--- src/rtl/mig_pkg.sv ---
// Shared types for the MIG write path: chunk width, chunk type and arbiter states.
package mig_pkg;

  localparam int CHUNK_W = 128;

  typedef enum logic {
    ARB_IDLE,
    ARB_BURST
  } arb_state_t;

  typedef logic [CHUNK_W-1:0] chunk_t;

endpackage

--- src/rtl/chunk_addr_gen.sv ---
// Per-source frame-buffer address generator.
// Walks a word offset through one frame, wrapping on tlast or at the last
// chunk of the frame, and flags frames whose length does not match.
module chunk_addr_gen
  import mig_pkg::*;
#(
  parameter int unsigned ADDR_W       = 27,
  parameter int unsigned FRAME_CHUNKS = 38400,
  parameter int unsigned BASE         = 0
) (
  input  logic              clk_in,
  input  logic              rst_in,
  input  logic              adv,
  input  logic              last,
  output logic [ADDR_W-1:0] addr,
  output logic              frame_err
);

  localparam int unsigned OFF_W = (FRAME_CHUNKS > 1) ? $clog2(FRAME_CHUNKS) : 1;

  if (FRAME_CHUNKS < 1) begin : g_bad_frame_chunks
    $error("chunk_addr_gen: FRAME_CHUNKS must be at least 1");
  end

  if ((64'(BASE) + 64'(FRAME_CHUNKS) - 64'd1) >= (64'd1 << ADDR_W)) begin : g_addr_overflow
    $error("chunk_addr_gen: BASE + FRAME_CHUNKS - 1 does not fit in ADDR_W bits");
  end

  logic [OFF_W-1:0] offset;
  logic             at_end;

  assign at_end = (offset == OFF_W'(FRAME_CHUNKS - 1));
  assign addr   = ADDR_W'(BASE) + ADDR_W'(offset);

  // Offset advances per accepted chunk; the error flag is sticky until reset.
  always_ff @(posedge clk_in or posedge rst_in) begin
    if (rst_in) begin
      offset    <= '0;
      frame_err <= 1'b0;
    end else if (adv) begin
      if (last || at_end) begin
        offset <= '0;
      end else begin
        offset <= offset + 1'b1;
      end
      if (last ^ at_end) begin
        frame_err <= 1'b1;
      end
    end
  end

endmodule

--- src/rtl/chunk_write_arbiter.sv ---
// Round-robin burst arbiter sharing one MIG write path between two chunk
// streams, with a registered output stage and per-source frame addressing.
//
// state     | meaning
// ----------+-----------------------------------------------------------
// ARB_IDLE  | no input accepted; pick the next source from the valid set
// ARB_BURST | granted source streams up to BURST_LEN chunks or to tlast
module chunk_write_arbiter
  import mig_pkg::*;
#(
  parameter int unsigned ADDR_W       = 27,
  parameter int unsigned BURST_LEN    = 16,
  parameter int unsigned FRAME_CHUNKS = 38400,
  parameter int unsigned BASE0        = 0,
  parameter int unsigned BASE1        = 38400
) (
  input  logic              clk_in,
  input  logic              rst_in,
  input  logic              s0_tvalid,
  output logic              s0_tready,
  input  chunk_t            s0_tdata,
  input  logic              s0_tlast,
  input  logic              s1_tvalid,
  output logic              s1_tready,
  input  chunk_t            s1_tdata,
  input  logic              s1_tlast,
  output logic              m_tvalid,
  input  logic              m_tready,
  output chunk_t            m_tdata,
  output logic [ADDR_W-1:0] m_taddr,
  output logic              m_tsrc,
  output logic              m_tlast,
  output logic [1:0]        frame_err
);

  localparam int unsigned BC_W = (BURST_LEN > 1) ? $clog2(BURST_LEN) : 1;

  if (BURST_LEN < 1) begin : g_bad_burst_len
    $error("chunk_write_arbiter: BURST_LEN must be at least 1");
  end

  arb_state_t        state, state_d;
  logic              grant, grant_d;
  logic              last_grant;
  logic [BC_W-1:0]   burst_cnt;

  logic              out_free;
  logic              sel_valid;
  logic              sel_last;
  chunk_t            sel_data;
  logic              accept;
  logic              burst_end;
  logic [ADDR_W-1:0] addr0, addr1;

  assign out_free  = !m_tvalid || m_tready;
  assign sel_valid = grant ? s1_tvalid : s0_tvalid;
  assign sel_last  = grant ? s1_tlast  : s0_tlast;
  assign sel_data  = grant ? s1_tdata  : s0_tdata;
  assign accept    = (state == ARB_BURST) && sel_valid && out_free;
  // burst_cnt counts down the chunks left in the burst; zero means this is the last one
  assign burst_end = accept && (sel_last || (burst_cnt == '0));

  assign s0_tready = (state == ARB_BURST) && !grant && out_free;
  assign s1_tready = (state == ARB_BURST) &&  grant && out_free;

  // Next-state and grant selection; ties go to the source not served last.
  always_comb begin
    state_d = state;
    grant_d = grant;
    case (state)
      ARB_IDLE: begin
        if (s0_tvalid || s1_tvalid) begin
          state_d = ARB_BURST;
          grant_d = (s0_tvalid && s1_tvalid) ? !last_grant : s1_tvalid;
        end
      end
      ARB_BURST: begin
        if (burst_end) begin
          state_d = ARB_IDLE;
        end
      end
      default: state_d = ARB_IDLE;
    endcase
  end

  // FSM state, grant history and burst down-counter.
  always_ff @(posedge clk_in or posedge rst_in) begin
    if (rst_in) begin
      state      <= ARB_IDLE;
      grant      <= 1'b0;
      last_grant <= 1'b1;
      burst_cnt  <= '0;
    end else begin
      state <= state_d;
      grant <= grant_d;
      if (state == ARB_IDLE) begin
        if (state_d == ARB_BURST) begin
          burst_cnt <= BC_W'(BURST_LEN - 1);
        end
      end else if (accept) begin
        burst_cnt <= burst_end ? '0 : burst_cnt - 1'b1;
      end
      if (burst_end) begin
        last_grant <= grant;
      end
    end
  end

  chunk_addr_gen #(
    .ADDR_W       (ADDR_W),
    .FRAME_CHUNKS (FRAME_CHUNKS),
    .BASE         (BASE0)
  ) u_addr0 (
    .clk_in    (clk_in),
    .rst_in    (rst_in),
    .adv       (accept && !grant),
    .last      (s0_tlast),
    .addr      (addr0),
    .frame_err (frame_err[0])
  );

  chunk_addr_gen #(
    .ADDR_W       (ADDR_W),
    .FRAME_CHUNKS (FRAME_CHUNKS),
    .BASE         (BASE1)
  ) u_addr1 (
    .clk_in    (clk_in),
    .rst_in    (rst_in),
    .adv       (accept && grant),
    .last      (s1_tlast),
    .addr      (addr1),
    .frame_err (frame_err[1])
  );

  // Output register: loads on accept, holds under backpressure, empties when drained.
  always_ff @(posedge clk_in or posedge rst_in) begin
    if (rst_in) begin
      m_tvalid <= 1'b0;
      m_tdata  <= '0;
      m_taddr  <= '0;
      m_tsrc   <= 1'b0;
      m_tlast  <= 1'b0;
    end else if (accept) begin
      m_tvalid <= 1'b1;
      m_tdata  <= sel_data;
      m_taddr  <= grant ? addr1 : addr0;
      m_tsrc   <= grant;
      m_tlast  <= sel_last;
    end else if (m_tready) begin
      m_tvalid <= 1'b0;
    end
  end

endmodule

--- config.mk ---
export PLATFORM = sky130hd
export DESIGN_NAME = chunk_write_arbiter
export DESIGN_NICKNAME = d
export VERILOG_FILES = /design/src/rtl/mig_pkg.sv /design/src/rtl/chunk_addr_gen.sv /design/src/rtl/chunk_write_arbiter.sv
export SDC_FILE = /design/constraint.sdc
export NUM_CORES = 1
export LEC_CHECK = 0
export BUFFER_PORTS_ARGS = -buffer_cell sky130_fd_sc_hd__buf_2
export CORE_UTILIZATION = 37
export DETAILED_ROUTE_END_ITERATION = 8
export SLEW_MARGIN = 20
export SYNTH_ARGS = -nofsm -noshare
export SYNTH_HDL_FRONTEND = slang
export SYNTH_HIERARCHICAL = 1
export SYNTH_SLANG_ARGS = --single-unit
--- constraint.sdc ---
create_clock -name clk_in -period 9.28 [get_ports clk_in]
set_input_delay 1.856 -clock clk_in [delete_from_list [all_inputs] [get_ports clk_in]]
set_output_delay 1.856 -clock clk_in [all_outputs]
set_load 0.02 [all_outputs]
==> results of run 1 <==
-- cells in the final DEF, fill, tap and decap left out, types with 5 or more instances in the layout --
cell type / n
a21o_1: 5
a21oi_1: 14
buf_2: 424
buf_4: 6
clkbuf_16: 17
conb_1: 21
dfrtp_1: 197
ha_1: 9
inv_1: 24
mux2i_1: 156
nand2_1: 176
nand3_1: 14
nand4_1: 12
nor2_1: 22
nor3_1: 8
nor4_1: 6
o21ai_0: 146
o21ai_1: 29
xnor2_1: 15
-- kinds of logic (layout without fill, tap and decap cells) --
group	after synthesis	in the layout	synth area share, %
buffers and inverters	114	486	6.60
muxes	157	157	16.1
adders and majority gates	9	9	1.15
other	2	25	0.0768
and+or+nand+nor	268	268	12.3
DFF	199	199	51.0
AOI/OAI and AO/OA	207	207	11.1
xor gates and xnor gates	19	19	1.70
-- sequential cells by signal (all words and copies together), names as in the netlist --
| register | count |
|---|---|
| m_tvalid | 1 |
| u_addr0/frame_err | 1 |
| burst_cnt | 4 |
| u_addr1/offset | 16 |
| grant | 1 |
| u_addr1/frame_err | 1 |
| m_tdata | 128 |
| m_tlast | 1 |
| u_addr0/offset | 16 |
| state | 1 |
| m_taddr | 27 |
| last_grant | 1 |
| m_tsrc | 1 |
-- per-layer routing --
| metal | GRT usage, % | share of wire, % | vias up |
|---|---|---|---|
| met4 | 6.80 | 1.9 | 2 |
| met2 | 34.2 | 49 | 228 |
| met5 | 0 | 0.042 | - |
| li1 | - | - | 4074 |
| met3 | 4.60 | 6.9 | 32 |
| met1 | 26.5 | 42 | 3826 |
-- power by group --
part           switching (mW)  internal (mW)  leakage [nW]  total [mW]
combinational            1.17          0.656          3.92        1.82
clock                   0.341          0.375         0.268       0.716
sequential              0.237           1.22          2.51        1.46
total                    1.74           2.25          6.70        3.99
-- critical path, cell delays in order --
cell and delay, ns:
buf_2 0.07, nand2b_1 0.25, nand3_4 0.39, buf_4 0.45
nor2_1 0.65, nand4_1 0.48, nor4_1 0.44, xnor2_1 0.17
nor2_1 0.07
-- cell type report --
type	instances	share of cell area [%]
Inverter	25	0.793
Multi-Input combinational cell	681	33.9
Antenna cell	4	0.0803
Timing Repair Buffer	430	17.4
Clock inverter	12	0.974
Clock buffer	19	3.47
Tap cell	335	3.36
Sequential cell	199	40.0
-- metrics by stage --
| stage | instances | cell area (sq um) |
|---|---|---|
| final | 1705 | 12500 |
| after floorplan | 994 | 9850 |
| after CTS | 1701 | 12500 |
| after detailed placement | 1670 | 11900 |
| after global routing | 1705 | 12500 |
| after global placement | 1670 | 11900 |
-- final timing paths --
path | endpoint | slack (ns) | depth (start not counted)
setup / recovery | u_addr0/offset[11] | 4.72 | 9
hold / removal | u_addr1/frame_err | 0.46 | 1
setup reg to reg | u_addr0/offset[11] | 5.34 | 8
hold reg to reg | u_addr1/frame_err | 0.46 | 1
max in group asynchronous | m_tdata[46] | 6.18 | 3
min in group asynchronous | u_addr0/offset[3] | 1.58 | 2
==> metrics.txt, run 1 <==
status=finished, final reports clean; worst hold margin=0.462 ns; initial antenna violation count=5; clk root buf=clkbuf_16; EDFF count, synth=0; Routed Antenna Nets=0; Die W=165 um; period utilisation layout=49.1%; PortBufs=424; fin crit period=4.56 ns; count leader, synth=dfrtp_1; post-synth top area cell=dfrtp_1; HPWL after DPL=21.7 mm; setup tns final=0 ns; area occupied by multi-input gates=4230 sq um; ys flop type=dfrtp_1; drc violations=0; Clock transition at path regs=0.08 ns; die area=27100 sq um; post-synthesis sequential area ratio=51.0%; Routed WL=28.4 mm; GRT Util Overall=20.6%; synth unique cells=48; dpl ws=4.26 ns; CP Max Fanout=58; Remaining Overflow, GRT=0; first-pass GRT wire length=42.5 mm; Data arrival, critical path=4.84 ns; Final Hold Viols=0; leak pwr=6.70 nW; Hold-fix buffers, CTS=0; mean post-synth cell area=10.0 sq um; crit path launch=m_tready; Fmax=219 MHz; Resize count post-CTS=0; CP endpoint kind=flop; Die Height=165 um; register area=4980 sq um; Longest Clk Path Bufs=2; synthesized instance count=975; Reg2Reg Launch Point=grant; routed vias/inst=4.79; slew margin rel.=26.9%; required time of the critical path=9.56 ns; #FFs+latches synth=199; routability cong.=0.849; VDD IR max=0.000173 V; P&R area growth vs syn=27.5%; Pins Over Slew Limit=0; Filler cells=2583; Iteration-0 DRC Markers=413; RSZ-0062 raised after global routing=false; num rows=59; fin nets=1626; Synth async-reset ratio=100%; hold path startpoint=u_addr1/frame_err; cell area power density=321 nW/um^2; Hold WC Path Type=flop to flop; Tightest Pin Transition=1.10 ns; total power draw=3.99 mW; vias in the first global route=7546; clock skew=0.0117 ns; Ports=425; MaxCap Viol Count=0; TritonCTS Buffers=17; worst-skew pair later-pin latency=0.43 ns; CORE AREA=26000 sq um; largest net degree at the start of global routing=120; main area contributors after synthesis=dfrtp_1, mux2i_1, o21ai_0; Setup Crit Path Kind=input port to flop; Commonest cells post-synth=dfrtp_1, nand2_1, mux2i_1, o21ai_0, buf_4; TritonRoute pass-1 iters=4; CTS tree=done; Critical Path Start Type=input port; CTS Sinks=199; H-tree Lvls=4; total number of vias=8162; Yosys top cell area share=50.7%; drt wl/cell=16.7 um; layout cells sized above 1=34.7%; Initial Utilization=37.6%; final setup fails=0; yosys warns=6; post-layout util=48.0%; synthesized cell area=9780 sq um; worst setup margin=4.72 ns; post-CTS setup buffers=0
Note: power is estimated with default switching activity, not from simulation.
==> run 2: changes to the inputs <==
--- a/config.mk
+++ b/config.mk
@@ -5,9 +5,11 @@
 export SDC_FILE = /design/constraint.sdc
 export NUM_CORES = 1
 export LEC_CHECK = 0
+export ABC_AREA = 1
 export BUFFER_PORTS_ARGS = -buffer_cell sky130_fd_sc_hd__buf_2
 export CORE_UTILIZATION = 37
 export DETAILED_ROUTE_END_ITERATION = 8
+export PLACE_DENSITY = 0.66
 export SLEW_MARGIN = 20
 export SYNTH_ARGS = -nofsm -noshare
 export SYNTH_HDL_FRONTEND = slang
==> constraint.sdc (replaced) <==
create_clock -name clk_in -period 4 [get_ports clk_in]
set_input_delay 0.8 -clock clk_in [delete_from_list [all_inputs] [get_ports clk_in]]
set_output_delay 0.8 -clock clk_in [all_outputs]
set_load 0.02 [all_outputs]
==> metrics.txt, run 2 <==
commonest non-fill, non-tap cells in the layout=nand2_1, buf_2, dfrtp_1, nor2_1, inv_1; Resize count post-CTS=0; total number of vias=10700; post-synth top area cell=dfrtp_1; Fmax=360 MHz; Hold Path Depth=2; post-CTS setup buffers=0; Hold-fix buffers, CTS=0; Cells after DPL=2281; number of flip-flops in the largest register=128; worst setup margin=1.22 ns; initial antenna violation count=8; PortBufs=424; vias in the first global route=9715; ys flop type=dfrtp_1; dpl ws=1.11 ns; main area contributors after synthesis=dfrtp_1, nand2_1, buf_4; EDFF count, synth=0; Finished Layout Cells=2320; Die W=171 um; cell area power density=766 nW/um^2; required time of the critical path=4.32 ns; Die Height=171 um; fin nets=2194; Top reg by flops=m_tdata; num rows=61; Largest regs=m_tdata x128, m_taddr x27; R2R cell count=10; Initial Utilization=37.9%; Tightest Pin Transition=0.851 ns; MaxCap Viol Count=0; die area=29300 sq um; #FFs+latches synth=199; Data arrival, critical path=3.09 ns; routed vias/inst=4.63; Longest Clk Path Bufs=2; Hold WC Path Type=flop to flop; clock skew=0.0158 ns; Critical R2R Capture=u_addr1/offset[5]; Reg2Reg Launch Point=grant; Ports=425; final setup fails=0; Hold Path Sink=m_tdata[77]; Final Hold Viols=0; R2R setup slack=1.22 ns; Post-Synth XOR/XNOR Area=0.579%; Filler cells=2901; TritonRoute pass-1 iters=5; Commonest cells post-synth=nand2_1, dfrtp_1, nor2_1, inv_1, buf_4; slew margin rel.=43.3%; Compound-Gate Fraction of Synth Area=1.67%; Critical Path Start Type=flop; routability cong.=0.892; TritonCTS Buffers=17; Synth async-reset ratio=100%; HPWL after DPL=24.9 mm; leak pwr=8.18 nW; fin crit period=2.78 ns; Remaining Overflow, GRT=0; synthesized cell area=10600 sq um; register area=4980 sq um; P&R area growth vs syn=27.0%; worst hold margin=0.476 ns; synth unique cells=33; layout cells sized above 1=25.4%; yosys warns=6; status=finished, final reports clean; Setup Crit Path Kind=flop to flop; CTS tree=done; Iteration-0 DRC Markers=820; Yosys top cell area share=46.8%; post-synthesis sequential area ratio=47.1%; synthesized instance count=1554; mean post-synth cell area=6.81 sq um; RSZ-0062 raised after global routing=false; total power draw=10.3 mW; H-tree Lvls=4; largest family of logic cells by synthesized area=simple AND/OR/NAND/NOR gates; CTS Sinks=199; largest net degree at the start of global routing=164; first-pass GRT wire length=52.3 mm; setup tns final=0 ns; drc violations=0; CP Max Fanout=20; CP endpoint kind=flop; Synth Area in Adders=1.06%; drt wl/cell=14.9 um; mux cell area share after synthesis=0%; Routed WL=34.5 mm; Routed Antenna Nets=0; VDD IR max=0.000664 V; Clock transition at path regs=0.08 ns; Pins Over Slew Limit=0; area occupied by multi-input gates=4900 sq um; Synth Area in Simple Gates=42.1%; period utilisation layout=69.4%; GRT Util Overall=23.0%; hold path startpoint=m_tdata[77]; count leader, synth=nand2_1; commonest non-fill, non-tap cell in the layout=nand2_1; CORE AREA=27900 sq um; worst-skew pair later-pin latency=0.44 ns; clk root buf=clkbuf_16
-- run 2: critical path, cell delays in order, from the launching register on --
cell	delay (ns)
dfrtp_4	0.52
inv_4	0.20
nand3_2	0.14
nand2_1	0.15
nand2_4	0.09
nor2_1	0.57
inv_1	0.20
nor2_1	0.34
inv_1	0.25
o21ai_0	0.14
a21oi_1	0.06
-- run 2: worst max path at each step --
| stage | from | endpoint | slack (ns) | depth (start not counted) |
|---|---|---|---|---|
| finish | grant | u_addr1/offset[5] | 1.22 | 10 |
| global route | grant | u_addr1/offset[5] | 1.02 | 10 |
| CTS | grant | s0_tready | 1.26 | 3 |
| detailed placement | s1_tvalid | u_addr1/offset[7] | 1.11 | 10 |
| global placement | s1_tvalid | u_addr0/offset[4] | 0.99 | 10 |
| floorplan | rst_in | burst_cnt[0] | 1.10 | 1 |
-- run 2: metal layers --
| layer | track usage (%) | routed length (um) | vias to the layer above |
|---|---|---|---|
| met3 | 5.16 | 2310 | 50 |
| met5 | 0 | 16 | - |
| li1 | - | - | 5368 |
| met1 | 28.2 | 14300 | 5026 |
| met4 | 8.62 | 890 | 2 |
| met2 | 39.2 | 17000 | 302 |
-- run 2: kinds of logic after synthesis --
family	Yosys count
AO/OA/AOI/OAI	33
XOR/XNOR	7
adder cells (fa/ha/maj)	9
buffers and inverters	157
flip-flops	199
other	2
AND/OR/NAND/NOR	1147
-- run 2: metrics by stage --
stage | utilization (%) | cell area (sq um)
2_1_floorplan | - | 10700
3_3_place_gp | 45.9 | 12800
3_5_place_dp | 45.9 | 12800
4_1_cts | 48.1 | 13400
5_1_grt | 48.1 | 13400
6_report | 48.1 | 13400
-- run 2: power by group --
group | internal, mW | switching, mW | total (mW)
registers | 2.85 | 0.488 | 3.34
clock network | 0.910 | 0.883 | 1.79
logic | 1.54 | 3.63 | 5.16
-- run 2: cell type report --
cell class	count	area share, %
Antenna cell	7	0.130
Clock buffer	18	3.27
Clock inverter	14	1.20
Inverter	53	1.53
Multi-Input combinational cell	1217	36.5
Sequential cell	199	37.1
Tap cell	378	3.52
Timing Repair Buffer	434	16.8
